**config.mk**
```make
export PLATFORM = sky130hd
export DESIGN_NAME = fetch_sequencer
export DESIGN_NICKNAME = d
export VERILOG_FILES = /design/src/rtl/fetch_sequencer_pkg.sv /design/src/rtl/fetch_sequencer_timer.sv /design/src/rtl/fetch_sequencer.sv
export SDC_FILE = /design/constraint.sdc
export NUM_CORES = 1
export LEC_CHECK = 0
export ABC_AREA = 0
export CAP_MARGIN = 5
export CORE_ASPECT_RATIO = 0.6
export CORE_MARGIN = 10
export CORE_UTILIZATION = 35
export DETAILED_ROUTE_END_ITERATION = 6
export GPL_TIMING_DRIVEN = 1
export RECOVER_POWER = 50
export SLEW_MARGIN = 0
export SYNTH_ARGS = -nofsm -noshare
export SYNTH_HDL_FRONTEND = slang
export SYNTH_SLANG_ARGS = --single-unit
```
**constraint.sdc**
```tcl
create_clock -name clk -period 2.23 [get_ports clk]
set_clock_uncertainty 0.05 [all_clocks]
set_input_delay 0.446 -clock clk [delete_from_list [all_inputs] [get_ports clk]]
set_output_delay 0.446 -clock clk [all_outputs]
set_load 0.01 [all_outputs]
```
**src/rtl/fetch_sequencer_pkg.sv**
```systemverilog
// Shared CPU definitions used by the instruction fetch path: the fetch
// state encoding, address/instruction widths and the default memory timeout.
package fetch_sequencer_pkg;

  localparam int ADDR_W          = 8;
  localparam int INSTR_W         = 8;
  localparam int TIMEOUT_DEFAULT = 16;

  typedef enum logic [2:0] {
    IDLE,
    FETCH,
    HOLD,
    HALTED,
    FAULT
  } fetchState_t;

endpackage

```
**src/rtl/fetch_sequencer_timer.sv**
```systemverilog
// Memory-response watchdog for the fetch sequencer. Counts FETCH cycles that
// passed without an ack; 'expired' flags the last cycle in which an ack is
// still accepted, so the sequencer faults if that cycle also goes unanswered.
module fetch_timer
  import fetch_sequencer_pkg::*;
#(
  parameter int TIMEOUT = TIMEOUT_DEFAULT
) (
  input  logic clk,
  input  logic reset,
  input  logic clear,
  input  logic enable,
  output logic expired
);

  localparam int CNT_W = (TIMEOUT > 1) ? $clog2(TIMEOUT + 1) : 1;

  logic [CNT_W-1:0] count;

  // Count ack-less cycles; saturate at the final allowed cycle.
  always_ff @(posedge clk) begin
    if (reset || clear) begin
      count <= '0;
    end else if (enable && !expired) begin
      count <= count + CNT_W'(1);
    end
  end

  // count holds the number of completed ack-less cycles, so this is the
  // TIMEOUT-th FETCH cycle.
  assign expired = (count == CNT_W'(TIMEOUT - 1));

endmodule

```
**src/rtl/fetch_sequencer.sv**
```systemverilog
// Instruction fetch sequencer: issues one program-memory read at a time,
// holds the returned byte for the controller, supports branch redirect,
// halt/resume, and a sticky fault when memory never answers.
module fetch_sequencer
  import fetch_sequencer_pkg::*;
#(
  parameter int TIMEOUT = TIMEOUT_DEFAULT
) (
  input  logic               clk,
  input  logic               reset,
  input  logic               start,
  input  logic               halt,
  output logic               mem_req,
  output logic [ADDR_W-1:0]  mem_addr,
  input  logic               mem_ack,
  input  logic [INSTR_W-1:0] mem_rdata,
  output logic [INSTR_W-1:0] instr_out,
  output logic               instr_valid,
  input  logic               instr_ready,
  input  logic               branch_en,
  input  logic [ADDR_W-1:0]  branch_target,
  output logic [ADDR_W-1:0]  pc,
  output logic               busy,
  output logic               fault
);

  fetchState_t state;
  logic        haltPend;
  logic        timerClear;
  logic        timerEnable;
  logic        timerExpired;

  // The counter is held clear outside FETCH, so every FETCH entry starts at 0.
  assign timerClear  = (state != FETCH);
  assign timerEnable = (state == FETCH) && !mem_ack;

  fetch_timer #(
    .TIMEOUT (TIMEOUT)
  ) uTimer (
    .clk     (clk),
    .reset   (reset),
    .clear   (timerClear),
    .enable  (timerEnable),
    .expired (timerExpired)
  );

  // Address bus is parked at zero whenever no request is outstanding.
  assign mem_addr = mem_req ? pc : '0;

  // Sequencer FSM; every output is registered alongside the state it belongs to.
  always_ff @(posedge clk) begin
    if (reset) begin
      state       <= IDLE;
      pc          <= '0;
      instr_out   <= '0;
      haltPend    <= 1'b0;
      mem_req     <= 1'b0;
      instr_valid <= 1'b0;
      busy        <= 1'b0;
      fault       <= 1'b0;
    end else begin
      case (state)
        IDLE: begin
          if (start) begin
            state   <= FETCH;
            mem_req <= 1'b1;
            busy    <= 1'b1;
          end
        end

        FETCH: begin
          // A halt here only takes effect after the in-flight fetch is delivered.
          if (halt) begin
            haltPend <= 1'b1;
          end
          if (mem_ack) begin
            instr_out   <= mem_rdata;
            pc          <= pc + ADDR_W'(1);
            state       <= HOLD;
            mem_req     <= 1'b0;
            instr_valid <= 1'b1;
          end else if (timerExpired) begin
            state   <= FAULT;
            mem_req <= 1'b0;
            busy    <= 1'b0;
            fault   <= 1'b1;
          end
        end

        HOLD: begin
          if (halt) begin
            haltPend <= 1'b1;
          end
          if (instr_ready) begin
            // pc already points past this instruction; a branch replaces it.
            if (branch_en) begin
              pc <= branch_target;
            end
            instr_valid <= 1'b0;
            if (haltPend || halt) begin
              state <= HALTED;
              busy  <= 1'b0;
            end else begin
              state   <= FETCH;
              mem_req <= 1'b1;
            end
          end
        end

        HALTED: begin
          if (start) begin
            haltPend <= 1'b0;
            state    <= FETCH;
            mem_req  <= 1'b1;
            busy     <= 1'b1;
          end
        end

        FAULT: begin
          fault <= 1'b1;
        end

        default: begin
          state       <= IDLE;
          mem_req     <= 1'b0;
          instr_valid <= 1'b0;
          busy        <= 1'b0;
          fault       <= 1'b0;
        end
      endcase
    end
  end

endmodule

```
==> run metrics <==
most common cell after layout, fill and taps aside=clkdlybuf4s50_1; CTS Buf Count=5; most frequent cells in the layout=clkdlybuf4s50_1 (35), nand2_1 (31), dfxtp_1 (29); Worst Setup Start Kind=input port; dpl cells=296; Unique masters post-synth=44; routability cong.=0.791; min cycle time layout=2.05 ns; Die H=71.4 um; gr usage total=11.5%; Worst Hold Class=reg2reg; largest area contributor in the netlist=dfxtp_1; Final Max Tran Viols=0; yosys synthesis warning count=0; final design utilization=51.9%; postcts setup bufs=0; first-pass GRT wire length=7160 um; outcome=complete, no violations; H-tree depth=2; top cells by area, synth=dfxtp_1 (38%), nand2_1 (7.5%), a21oi_1 (6.5%); vias in the first global route=1,399; final WL=4290 um; Post-Syn Instances=191; Initial Util=37.0%; share of cells above drive strength 1=7.41%; Cell Pwr Density=697 nW/um2; die area=7550 um2; DRT iter0 DRCs=68; Fmax=489 MHz; Final Setup Violations=0; Clk pin slew, worst setup/hold paths=0.06 ns; maximum VDD drop=0.358 mV; CTS root buf=clkbuf_8; pre-CTS setup slack=0.282 ns; Final Cycle Share=91.8%; CP max stage cell=dlygate4sd3_1; Post-Layout Cell Count=303; 1st-pass router iterations=4; CTS tree=done; Max-slew headroom=58.6%; antenna cells=0; Post-synth EDFFs=0; Seq cells post-synth=29; crit path cell chain=dlygate4sd3_1 -> nand3b_1 -> a21oi_2 -> clkbuf_1 -> a21oi_2 -> a311oi_2; standard-cell rows=18; Slew @ Worst Pin=0.619 ns; Core Area=4170 um2; clk sinks=29; initial antenna violation count=0; Post-layout nets=269; WL/cell=14.2 um; RSZ-0062 raised after global routing=false; max incr delay on CP=0.65 ns; clk_lat worst skew=0.27 ns; Antenna Nets Post-Route=0; CP max FO=11; Mapped Nets=217; Crit Path Class=in2reg; Die W=106 um; Met3 Wirelength=235 um; Hold Vio Cnt, Final=0; Buffers on Ports=50; Primary FF master, synth=dfxtp_1; top sig layer=met4; area grow syn2layout=40.3%; # IOs=51; maximum root-to-sink buffer count=2; WP data required=2.37 ns; Vias/cell=4.91; Remaining DRCs=0; M1 WL=2260 um; global route overflow=0; ys async rst share=0%; total vias in the final route=1,489; sequential share of the synthesized area=37.7%; CTS Hold Buffers Added=0; final setup margin=0.184 ns; DP HPWL=3260 um; Leak=0.791 nW; Worst Path Buf+Inv=2; # resized after CTS=0; Yosys top cell area share=37.7%; max_cap viols=0; CP endpoint kind=flip-flop; largest net degree at the start of global routing=27; Syn Std Cell Area=1540 um2; CP dominant cell by count=a21oi_2; cell family with most CP delay=buffers and inverters; total of fill cells in the finished design=417; TNS Setup=0 ns; critical path arrival=2.18 ns; met2 wire len=1780 um; average cell area after synthesis=8.07 um2
[cell families (layout without fill, tap and decap cells)]
logic type,Yosys count,in the layout,synth area share (%)
flip-flops,29,29,37.7
buffers and inverters,18,70,6.41
adder cells (fa/ha/maj),3,3,2.44
AND/OR/NAND/NOR,82,82,28.2
XOR/XNOR,3,3,1.70
AO/OA/AOI/OAI,56,56,23.5
[power by group]
group	internal, mW	switching [mW]	total [mW]
Sequential	0.570	0.0667	0.637
Combinational	0.213	0.228	0.441
Clock	0.244	0.185	0.429
[through the flow]
stage                     area (um2)  power [mW]  hold WS (ns)
final                           2160        1.51         0.398
after floorplan                 1540       0.918         0.399
after CTS                       2170        1.55         0.405
after global routing            2160        1.61         0.421
after global placement          2090        1.11         0.395
after detailed placement        2090        1.11         0.397
[registers in the layout, indices dropped and copies added, names as in the netlist]
signal / flops
busy: 1
fault: 1
haltPend: 1
instr_out: 8
instr_valid: 1
mem_req: 1
pc: 8
state: 3
uTimer.count: 5
[cells in the mapped netlist (3+ instances only)]
cell type,n
xor2_1,3
a211oi_1,3
nor2_1,10
a31oi_1,3
dfxtp_1,29
and2_1,10
inv_1,8
and3_1,3
nand2_1,31
o21ai_0,11
nand3_1,7
buf_2,3
ha_1,3
a211o_1,3
a21oi_1,20
nand2b_1,4
[routing by layer]
layer	up-vias	GRT usage, %
met1	661	15.9
met2	41	16.4
met4	0	3.14
li1	785	-
met5	-	0
met3	2	4.02
[worst register-to-register path, cell delays in order, from the launching register on]
cell and delay (ns):
dfxtp_1 0.44, buf_4 0.21, nand3b_1 0.12, a21oi_2 0.15, clkbuf_1 0.43, a21oi_2 0.11
a311oi_2 0.25
[final timing paths]
path / start / cells past startpoint / to / slack (ns)
worst min register to register: instr_out[3] / 2 / instr_out[3] / 0.40
worst max register to register: state[0] / 6 / pc[0] / 0.38
worst min-delay path: instr_out[3] / 2 / instr_out[3] / 0.40
worst max-delay path: mem_ack / 6 / pc[0] / 0.18
[area by class of cell]
cell class	instances	area, um2	area share, %
clock buffer	7	86.3	3.99
inverter	8	30.0	1.39
multi-input combinational	144	856	39.6
sequential	29	581	26.9
tap	60	75.1	3.47
timing repair buffer	55	534	24.7
Power figures use the tool's default switching activity.
